===== config.mk =====
export PLATFORM = sky130hd
export DESIGN_NAME = pwm_seq_ctrl
export DESIGN_NICKNAME = d
export VERILOG_FILES = /design/src/rtl/pwm_seq_ctrl.sv
export SDC_FILE = /design/constraint.sdc
export NUM_CORES = 1
export LEC_CHECK = 0
export CORE_MARGIN = 8
export CORE_UTILIZATION = 40
export DETAILED_ROUTE_END_ITERATION = 10
export PLACE_DENSITY = 0.66
export RECOVER_POWER = 50
export SYNTH_ARGS = -nofsm -noshare
export SYNTH_HDL_FRONTEND = slang
export SYNTH_SLANG_ARGS = --single-unit

===== constraint.sdc =====
create_clock -name clk -period 3.3 [get_ports clk]
set_input_delay 0.66 -clock clk [delete_from_list [all_inputs] [get_ports clk]]
set_output_delay 0.66 -clock clk [all_outputs]
set_load 0.01 [all_outputs]

===== src/rtl/pwm_seq_ctrl.sv =====
// pwm_seq_ctrl: shadowed PWM duty sequencer with soft-start motor FSM, retry/lockout and brake fault latch
module pwm_seq_ctrl #(
    parameter int RAMP_STEP   = 16,
    parameter int RETRY_TICKS = 5,
    parameter int MAX_RETRIES = 3
) (
    input  logic       clk,
    input  logic       reset,
    input  logic       pulse_200us,
    input  logic       start_pwm_period,
    input  logic       host_wr,
    input  logic [9:0] host_duty01,
    input  logic [9:0] host_duty23,
    input  logic [9:0] host_duty45,
    input  logic [9:0] host_brk_duty,
    input  logic       host_mot_en,
    input  logic       host_brk_en,
    input  logic       mot_over_curr,
    input  logic       brk_over_curr,
    input  logic       fault_clr,
    output logic [9:0] mot_pwm_param01,
    output logic [9:0] mot_pwm_param23,
    output logic [9:0] mot_pwm_param45,
    output logic [9:0] brk_pwm_param,
    output logic       mot_en_in,
    output logic       brk_en_in,
    output logic [2:0] mot_state,
    output logic [1:0] retry_cnt,
    output logic       brk_fault
);
    localparam logic [2:0] IDLE       = 3'd0;
    localparam logic [2:0] RAMP       = 3'd1;
    localparam logic [2:0] RUN        = 3'd2;
    localparam logic [2:0] FAULT_WAIT = 3'd3;
    localparam logic [2:0] LOCKOUT    = 3'd4;
    localparam int TW = $clog2(RETRY_TICKS + 1);
    localparam logic [TW-1:0] TICK_LAST = TW'(RETRY_TICKS - 1);
    localparam logic [10:0] STEP = 11'(RAMP_STEP);
    localparam logic [2:0] MAX_R = 3'(MAX_RETRIES);

    logic [2:0]    state;
    logic [TW-1:0] tick;
    logic [9:0]    sh01, sh23, sh45, shb;
    logic          brk_fault_n, brk_en_n, all_eq;

    // one bounded step toward the target, done at 11 bits so it cannot wrap
    function automatic logic [9:0] ramp(input logic [9:0] c, input logic [9:0] t);
        logic [10:0] up;
        logic [10:0] dn;
        up = {1'b0, c} + STEP;
        dn = {1'b0, c} - STEP;
        return (t > c) ? ((up >= {1'b0, t}) ? t : up[9:0])
                       : (({1'b0, c} <= {1'b0, t} + STEP) ? t : dn[9:0]);
    endfunction

    assign mot_state   = state;
    assign mot_en_in   = (state == RAMP) || (state == RUN);
    assign brk_fault_n = brk_over_curr | (brk_fault & ~fault_clr);
    assign brk_en_n    = host_brk_en & ~brk_fault_n;
    assign all_eq      = (mot_pwm_param01 == sh01) && (mot_pwm_param23 == sh23) && (mot_pwm_param45 == sh45);

    // host shadow registers
    always_ff @(posedge clk or negedge reset)
        if (!reset) begin
            sh01 <= '0;
            sh23 <= '0;
            sh45 <= '0;
            shb  <= '0;
        end else if (host_wr) begin
            sh01 <= host_duty01;
            sh23 <= host_duty23;
            sh45 <= host_duty45;
            shb  <= host_brk_duty;
        end

    // brake path: sticky fault, registered enable, duty loaded at period boundaries
    always_ff @(posedge clk or negedge reset)
        if (!reset) begin
            brk_fault     <= 1'b0;
            brk_en_in     <= 1'b0;
            brk_pwm_param <= '0;
        end else begin
            brk_fault     <= brk_fault_n;
            brk_en_in     <= brk_en_n;
            brk_pwm_param <= !brk_en_n ? 10'd0 : start_pwm_period ? shb : brk_pwm_param;
        end

    // motor FSM with soft-start ramp, retry counting and lockout
    always_ff @(posedge clk or negedge reset)
        if (!reset) begin
            state           <= IDLE;
            tick            <= '0;
            retry_cnt       <= '0;
            mot_pwm_param01 <= '0;
            mot_pwm_param23 <= '0;
            mot_pwm_param45 <= '0;
        end else if (mot_en_in && mot_over_curr) begin
            state           <= FAULT_WAIT;
            tick            <= '0;
            retry_cnt       <= (retry_cnt == 2'd3) ? 2'd3 : retry_cnt + 2'd1;
            mot_pwm_param01 <= '0;
            mot_pwm_param23 <= '0;
            mot_pwm_param45 <= '0;
        end else if (state == LOCKOUT) begin
            if (fault_clr) begin
                state     <= IDLE;
                retry_cnt <= '0;
            end
        end else begin
            if (fault_clr || (state == IDLE && !host_mot_en))
                retry_cnt <= '0;
            if (!host_mot_en) begin
                state           <= IDLE;
                mot_pwm_param01 <= '0;
                mot_pwm_param23 <= '0;
                mot_pwm_param45 <= '0;
            end else begin
                case (state)
                    IDLE: if (!mot_over_curr) state <= RAMP;
                    RAMP: begin
                        if (start_pwm_period) begin
                            mot_pwm_param01 <= ramp(mot_pwm_param01, sh01);
                            mot_pwm_param23 <= ramp(mot_pwm_param23, sh23);
                            mot_pwm_param45 <= ramp(mot_pwm_param45, sh45);
                        end
                        if (all_eq) state <= RUN;
                    end
                    RUN: if (start_pwm_period) begin
                        mot_pwm_param01 <= sh01;
                        mot_pwm_param23 <= sh23;
                        mot_pwm_param45 <= sh45;
                    end
                    FAULT_WAIT: if (pulse_200us) begin
                        tick <= tick + 1'b1;
                        if (tick == TICK_LAST)
                            state <= ({1'b0, retry_cnt} >= MAX_R) ? LOCKOUT : mot_over_curr ? IDLE : RAMP;
                    end
                    default: state <= IDLE;
                endcase
            end
        end
endmodule


# Word-level counts from Yosys, hierarchy flattened
# Cells that the tools add are included.
dict set report word_totals {
  regBits 90
  out_inout_bits 48
  input_bits 50
  elab_cells 125
}
dict set report classes {
  reduce_logical 16
  eq_ne 20
  n_lt_le_gt_ge 10
  bitwise 5
  add_sub_neg 11
  n_mux 50
}
# operator count
set op_table {}
lappend op_table {{two-way mux 10 bit} 26}
lappend op_table {{adder 10 x 5 -> 11 bit, second input constant} 6}
lappend op_table {{case mux 10 bit (2 select lines)} 3}
lappend op_table {{two-way mux 3 bit} 14}
lappend op_table {{>= comparator 11 x 10 -> 1 bit} 3}
lappend op_table {{<= comparator 10 x 11 -> 1 bit} 3}
lappend op_table {{== test 10 bit} 3}
lappend op_table {{> comparator 10 bit} 3}
lappend op_table {{subtractor 10 x 5 -> 10 bit, second input constant} 3}
lappend op_table {{!= test 5 bit, second input constant} 3}
lappend op_table {{case mux 3 bit (4 select lines)} 1}
lappend op_table {{two-way mux 2 bit} 5}
lappend op_table {{!= test 4 x 3 -> 1 bit, second input constant} 2}
lappend op_table {{AND reduction 4 bit} 2}
lappend op_table {{== test 3 x 2 -> 1 bit, second input constant} 2}
lappend op_table {{== test 3 bit, second input constant} 2}
lappend op_table {{AND reduction 6 bit} 1}
lappend op_table {{nonzero test 2 bit} 3}
lappend op_table {{!= test 5 x 3 -> 1 bit, second input constant} 1}
lappend op_table {{logical AND 1 bit} 4}
lappend op_table {{!= test 2 bit, second input constant} 2}
lappend op_table {{!= test 4 x 1 -> 1 bit, second input constant} 1}
lappend op_table {{!= test 4 x 2 -> 1 bit, second input constant} 1}
lappend op_table {{adder 3 x 1 -> 3 bit, second input constant} 1}
lappend op_table {{other kinds (14)} 17}

# Logic depth before layout (Yosys ltp)
dict set report depth {
  ltp_word 9
  ltp_mapped 14
  depth_no_buf 12
}

# Least setup slack after synthesis
# Ideal clock, no wire load.
dict set report synth_timing {
  path_type {reg2reg}
  startpoint {reg mot_pwm_param23[6]}
  endpoint {reg mot_pwm_param23[6]}
  synth_period_minus_slack_ns 3.139
  setup_time_ns 0.126
  path_slack_ns 0.161
  n_path_buf 2
  required_time_ns 3.174
  arrival_time_ns 3.013
  path_stages_with_launch 15
  path_cell_list {dfrtp_1 -> clkbuf_1 -> nand3_1 -> nor3_1 -> xnor2_1 -> inv_1 -> ha_1 -> and3_1 -> a22oi_1 -> o311ai_0 -> or4_1 -> buf_2 -> o21ai_2 -> a21oi_2 -> a221o_1}
}
dict set report synth_via {
  elab_chain_len 9
  word_cells_on_any_way 13
  classes_between {2 x add/sub; 3 x order compare; 8 x mux}
}
# element line
set synth_rtl {}
lappend synth_rtl {{start: declaration} 22} ;# output logic [9:0] mot_pwm_param23,
lappend synth_rtl {{start signal: assignment} 123} ;# mot_pwm_param23 <= ramp(mot_pwm_param23, sh23);
lappend synth_rtl {{adder 10 x 5 -> 11 bit} 50} ;# up = {1'b0, c} + STEP;
lappend synth_rtl {{>= comparator 11 x 10 -> 1 bit} 52} ;# return (t > c) ? ((up >= {1'b0, t}) ? t : up[9:0])
lappend synth_rtl {{two-way mux 10 bit} 52}
lappend synth_rtl {{two-way mux 10 bit *} 52}
lappend synth_rtl {{two-way mux 10 bit *} 121} ;# if (start_pwm_period) begin
lappend synth_rtl {{case mux 10 bit (2 select lines) *} 118} ;# case (state)
lappend synth_rtl {{two-way mux 10 bit *} 112} ;# if (!host_mot_en) begin
lappend synth_rtl {{two-way mux 10 bit *} 104} ;# end else if (state == LOCKOUT) begin
lappend synth_rtl {{two-way mux 10 bit *} 97} ;# end else if (mot_en_in && mot_over_curr) begin
# Every way passes the cells marked *; elsewhere a longest branch is shown, timed or not. The select of a mux whose other input is x is not followed.
# A chain may end at the register's enable or synchronous reset.

# Final worst setup path
dict set report layout_timing {
  startpoint {reg mot_pwm_param23[4]}
  endpoint {reg mot_pwm_param23[7]}
}
# The elaborated chain is that of the path after synthesis.

==> results.md <==
- Most frequent cell after synthesis: dfrtp_1
- Clk_lat worst skew: about 360 ps
- Setup Crit Path Kind: reg -> reg
- Syn Nets: 886
- Main flop type after synthesis: dfrtp_1
- Hold buffer count at CTS: 0
- Slew headroom: -13.5%
- CTS tree: built
- Mean Syn Cell Area: 9.05 sq um
- Pwr Total: approximately 0.0067 W
- N_diodes: 0
- Top-area cell type share of the netlist area: 33.3%
- Worst Path Arrival: 3380 ps
- Full die area: 21,300 sq um
- Total number of vias: slightly below 6,000
- Slew @ Worst Pin: 1700 ps
- CTS sink count: 90
- Die Height: 146 microns
- Antenna violations before repair: 0
- Number of H-tree levels: 3
- CP endpoint kind: register
- RD Place Congestion: ~0.9
- IO Port Bufs: 97
- Antenna Nets Post-Route: 0
- CTS root buffer: clkbuf_16
- Maximum buffer depth of the clock tree: 2
- LEAKAGE: 3.94 nW
- Sum Neg Setup Slack: 0 ps
- Core Rows: 47
- TritonRoute pass-1 iters: 5
- CP Max Fanout: 8
- Largest family of logic cells by synthesized area: compound AO/OA/AOI/OAI gates
- Multi-input logic area: 4110 sq um
- Hpwl dp: 14,400 microns
- WL final: 18,400 microns
- Vias per cell: between 5 and 6
- Top cells by count, synth: dfrtp_1 (90), ha_1 (89), inv_1 (81), nand2_1 (74), o21ai_0 (49)
- Endpoints failing hold: 0
- Ys Warns: 0
- DRC violations left: 0
- Final non-filler cell total: approximately 1,100
- CP required: 3550 ps
- Min-delay worst type: reg -> reg
- Startpoint Class: register
- Initial Utilization: 40.8%
- Ports: 98
- Yosys top cell by area: dfrtp_1
- Register bit total from synthesis: 90
- Sequential-to-total area share from yosys stat: between 30% and 40%
- Synthesized cell area: 6760 sq um
- P&R area growth vs syn: 25.8%
- Gr usage total: 17.6%
- Tmin final: 3130 ps
- Failing checks: max-capacitance violations, max-slew violations
- Xor/xnor share of the synthesized area: around 4%
- Layout cells sized above 1: 9.26%
- Worst setup margin: between 150 and 200 ps
- Register Area: 2250 sq um
- Area share of fa/ha/maj cells after synthesis: 16.5%
- Remaining Overflow, GRT: 0
- DP Worst Slack: around 150 ps
- Simple-gate portion of the synthesized area: 15.7%
- Synthesized netlist cell count: 747
- Synth Area in Compound Gates: about a fifth
- Final period util: 94.8%
- Status: complete, but fails checks
- Number of max-cap violations: 1
- Post-synthesis mux area share: 3.77%
- Final nets: 1,009
- Clk_skew: 10.3 ps
- Power per Cell Area: 784 nW/um^2
- Netlist cell types: 74
- Core box area: roughly 17,000 sq um
- Fillers: 1,594
- Final-report max-slew violation count: 31
- First-iteration detailed-routing DRC count: 429
- Worst vdd ir: 0.333 mV
- First-pass GRT wire length: 30,900 microns
- Vias in the first global route: 6,075
- Ys async rst share: 100%
- Fmax: about 0.32 GHz
- RSZ-0062 raised after global routing: no
- Cts bufs inserted: 9
- EDFF count, synth: 0
- Clock-pin slew on the worst setup and hold paths: 80 ps
- Final setup violation count: 0
- Largest net degree at the start of global routing: 62
- Synth top area cells: dfrtp_1 (33%), ha_1 (16%), inv_1 (4.5%)
- Drt wl/cell: 16.8 microns
- Inst Count DP: between 1,000 and 1,500
- Die X: 146 microns
routing by layer:
layer  global-route usage, %  part of all wire [%]  routed length [microns]  up-vias
met4                    7.16                   2.2                      399        0
met1                    22.6                    47                     8660     2839
met3                    2.78                   3.6                      659       32
met5                       0                     0                        0        -
met2                    29.0                    47                     8640      131
li1                        -                     -                        -     2944
state kept, by name (all words and copies together) (netlist names):
name             count
sh23                10
sh45                10
mot_pwm_param23     10
sh01                10
mot_state            3
tick                 3
mot_pwm_param45     10
retry_cnt            2
brk_fault            1
brk_pwm_param       10
brk_en_in            1
mot_pwm_param01     10
shb                 10
path summary, 6_finish.rpt:
check,depth (start not counted),slack (ps),from,to
worst max-delay path,12,170,mot_pwm_param23[4],mot_pwm_param23[7]
worst min-delay path,1,510,shb[2],shb[2]
worst max register to register,12,170,mot_pwm_param23[4],mot_pwm_param23[7]
worst min register to register,1,510,shb[2],shb[2]
max in group asynchronous,2,800,reset,mot_pwm_param23[5]
min in group asynchronous,1,730,reset,sh01[9]
metrics by stage:
step	hold WS [ps]	util, %	area (sq um)
after floorplan	364	-	6760
after global placement	475	49.5	8210
after detailed placement	496	49.5	8210
after CTS	248	51.4	8520
after global routing	528	51.3	8510
final	511	51.3	8510
final cells by class:
type / count / area share (%)
clock buffers: 9 / 2.65
clock inverters: 7 / 0.956
inverters: 82 / 3.62
multi-input cells: 551 / 48.4
flip-flops and latches: 90 / 26.5
well taps: 220 / 3.24
repair buffers: 136 / 14.7
cells by family after synthesis:
group | after synthesis
buffers and inverters | 106
flip-flops | 90
adder cells (fa/ha/maj) | 89
AND/OR/NAND/NOR | 209
AO/OA/AOI/OAI | 199
XOR/XNOR | 30
multiplexers | 24
critical path: stages (launching register included):
cell	delay, ps
dfrtp_1	450
ha_1	220
nand3_1	120
xnor2_1	210
inv_1	80
ha_1	300
a21o_1	160
a22oi_1	190
o311ai_0	160
or4_1	460
o21ai_2	130
a21oi_2	170
a221o_1	370
cells in the final DEF (no fill, tap or decap), types with 6 or more instances in the layout:
cell type / count
mux2_2: 12
a211o_1: 6
ha_1: 89
nor3_1: 9
and3_1: 10
o21a_1: 8
a21o_1: 12
mux2i_1: 12
dfrtp_1: 89
a211oi_1: 7
nor2b_1: 6
a22o_1: 14
nand4_1: 8
clkdlybuf4s50_1: 94
a21oi_1: 29
nand2b_1: 6
nand2_1: 74
xnor2_1: 27
o211ai_1: 10
nand3_1: 31
a221o_1: 8
inv_1: 81
nor2_1: 38
o21ai_0: 48
clkbuf_16: 9
buf_4: 37
where the power goes:
group	switching, W	internal (W)
Combinational	0.00211	0.00184
Clock	0.000538	0.000541
Sequential	0.000297	0.00134
Total	0.00294	0.00373
repair_timing:
item / 4_1_cts / 5_1_grt
resized for setup: 0 / 3
setup endpoints to repair: 0 / 7
setup buffers: 0 / 0
Power figures use the tool's default switching activity.
==> patch, RTL diff (same flow settings) <==
Change the parameter `RAMP_STEP` from 16 to 12.
--- a/src/rtl/pwm_seq_ctrl.sv
+++ b/src/rtl/pwm_seq_ctrl.sv
@@ -1,5 +1,5 @@
 // pwm_seq_ctrl: shadowed PWM duty sequencer with soft-start motor FSM, retry/lockout and brake fault latch
 module pwm_seq_ctrl #(
-    parameter int RAMP_STEP   = 16,
+    parameter int RAMP_STEP   = 12,
     parameter int RETRY_TICKS = 5,
     parameter int MAX_RETRIES = 3
Formal check against the unedited RTL: not equivalent (Yosys sat finds a counterexample within 4 cycles, from zero or initial values and one cycle with reset low).
==> patch against the unedited design <==
The flow still finishes with violations (capacitance limit, slew limit). First-iteration DRC count up 22%. Sequential cell count unchanged. Design area up 6.3%. Routed wire length up 12%. Synthesized area up 6.0%. Combinational power down 36%. Count of clock-buffer cells in the layout unchanged. Setup slack about the same. Sequential share of layout area down 1.6 points. Global-route usage up 1.3 points. Total power down 25%. Highest routed layer unchanged.
==> patch: results (changes against the unedited design) <==
[timing]
fin_skew_ns = 0.01711  ; was 0.01026 ns
final_max_slew_viol_count = 116  ; was 31
fmax_mhz = 319.5  ; about the same
fin_hold_ws_ns = 0.5002  ; was 0.5107 ns
relSlewSlack_pct = -41.81  ; was -13.53%

[cts]
clockRootBuffer = clkbuf_16  ; unchanged
clockBufferDepth = 2  ; unchanged
cts_made_buffers = 9  ; unchanged

[cells_and_area]
fillers = 1687  ; was 1594
stdcell_count = 1177  ; was 1095
drive_above_1_share_pct = 11.29  ; was 9.257%
nNetsFinal = 1088  ; was 1009

[yosys]
synth-main-ff-cell = dfrtp_1  ; unchanged
syn_area_per_cell_sq_um = 8.884  ; was 9.052 sq um
yosysUniqueCellTypes = 72  ; was 74
yosysSeqAreaShare_pct = 31.41  ; was 33.31%
synth.net_count = 952  ; was 886
netlist_top_cells_count = ha_1, dfrtp_1, inv_1  ; was dfrtp_1, ha_1, inv_1
synth_area_leaders = dfrtp_1, ha_1, xnor2_1  ; was dfrtp_1, ha_1, inv_1

[routing]
m1WireLength_microns = 9377  ; was 8664 microns
wl_met3_microns = 1115  ; was 659 microns
wl_microns = 20540  ; was 18360 microns
first_iter_violations = 524  ; was 429
wl_met2_microns = 9744  ; was 8635 microns
vias_per_cell = 5.521  ; was 5.430

[outcome]
status = finished with violations  ; unchanged
violations = capacitance limit, slew limit  ; unchanged

[power_and_ir_drop]
leakage_nw = 3.991  ; was 3.944 nW
vdd_ir_drop_max_v = 0.0002880  ; was 0.0003328 V

[placed_design]
dp_slack_ns = 0.05544  ; was 0.1504 ns
gp_congestion = 0.9302  ; was 0.9173
io_buffers = 97  ; unchanged
hpwl_microns = 15560  ; was 14420 microns

[grt]
antenna_found_initial = 0  ; unchanged
grt_start_max_net_pins = 80  ; was 62
grt_pass1_vias = 6469  ; was 6075
grt_pass1_wl_microns = 34020  ; was 30910 microns
grt_use_total_pct = 18.86  ; was 17.60%

[setup_path]
crit_fanout = 4  ; was 8
ff2ff_setup_slack_ns = 0.17  ; about the same
arrival_ns = 3.36  ; was 3.38 ns
crit_family = compound AO/OA/AOI/OAI gates  ; unchanged
timing.critical_path.slowest_stage_cell = or3_1  ; was or4_1
slowest_delay_ns = 0.38  ; was 0.46 ns

[flow_run]
maxCapViolCount = 2  ; was 1

-- patch: layer usage --
metal,vias up,GRT usage [%]
met4,0,5.397
met2,176,31.17
met3,25,3.568
met5,-,0
met1,3098,24.62
li1,3199,-
-- patch: worst min-delay path, cell delays in order, from the launching register on --
cell     delay, ns
dfrtp_1       0.35
a21oi_1       0.08
inv_1         0.05
-- patch: logic make-up (layout without fill, tap and decap cells) --
logic type | Yosys count | in the layout | share of synthesized area [%]
compound gates | 230 | 230 | 21.68
xor+xnor | 50 | 50 | 6.108
fa+ha+maj | 95 | 95 | 16.58
buf+inv | 102 | 243 | 6.056
flops | 90 | 90 | 31.41
mux | 23 | 23 | 3.403
simple gates | 217 | 217 | 14.76
-- patch: area by class of cell --
class	instances	area [sq um]	area share, %
clock buffers	9	225.2	2.491
clock inverters	7	76.32	0.8442
inverters	75	281.5	3.114
multi-input cells	615	4539	50.21
flip-flops and latches	90	2255	24.94
well taps	229	286.5	3.169
repair buffers	152	1378	15.24
-- patch: power by group --
| part | leakage, nW | switching [mW] | total [mW] | internal (mW) |
|---|---|---|---|---|
| combinational | 2.68 | 1.39 | 2.51 | 1.12 |
| clock | 0.149 | 0.525 | 1.07 | 0.544 |
| sequential | 1.16 | 0.158 | 1.40 | 1.24 |
| total | 3.99 | 2.08 | 4.98 | 2.90 |
-- patch: path summary, 6_finish.rpt --
kind / end / cells past startpoint / from
max in group asynchronous: brk_pwm_param[4] / 2 / reset
worst max-delay path: mot_pwm_param01[4] / 14 / sh01[3]
min in group asynchronous: sh01[5] / 1 / reset
worst max register to register: mot_pwm_param01[4] / 14 / sh01[3]
worst min-delay path: brk_fault / 2 / brk_fault
worst min register to register: brk_fault / 2 / brk_fault
-- patch: repair_timing --
item | in CTS | in global routing
hold buffers | 0 | 0
setup buffers | 0 | 5
resized for setup | 0 | 13
endpoints found under the setup margin | 0 | 27
-- patch: metrics by stage --
step	power (mW)	cell area [sq um]
finish	4.977	9041
global route	5.357	9041
CTS	4.975	8950
detailed placement	3.874	8648
global placement	3.851	8648
floorplan	3.005	7169
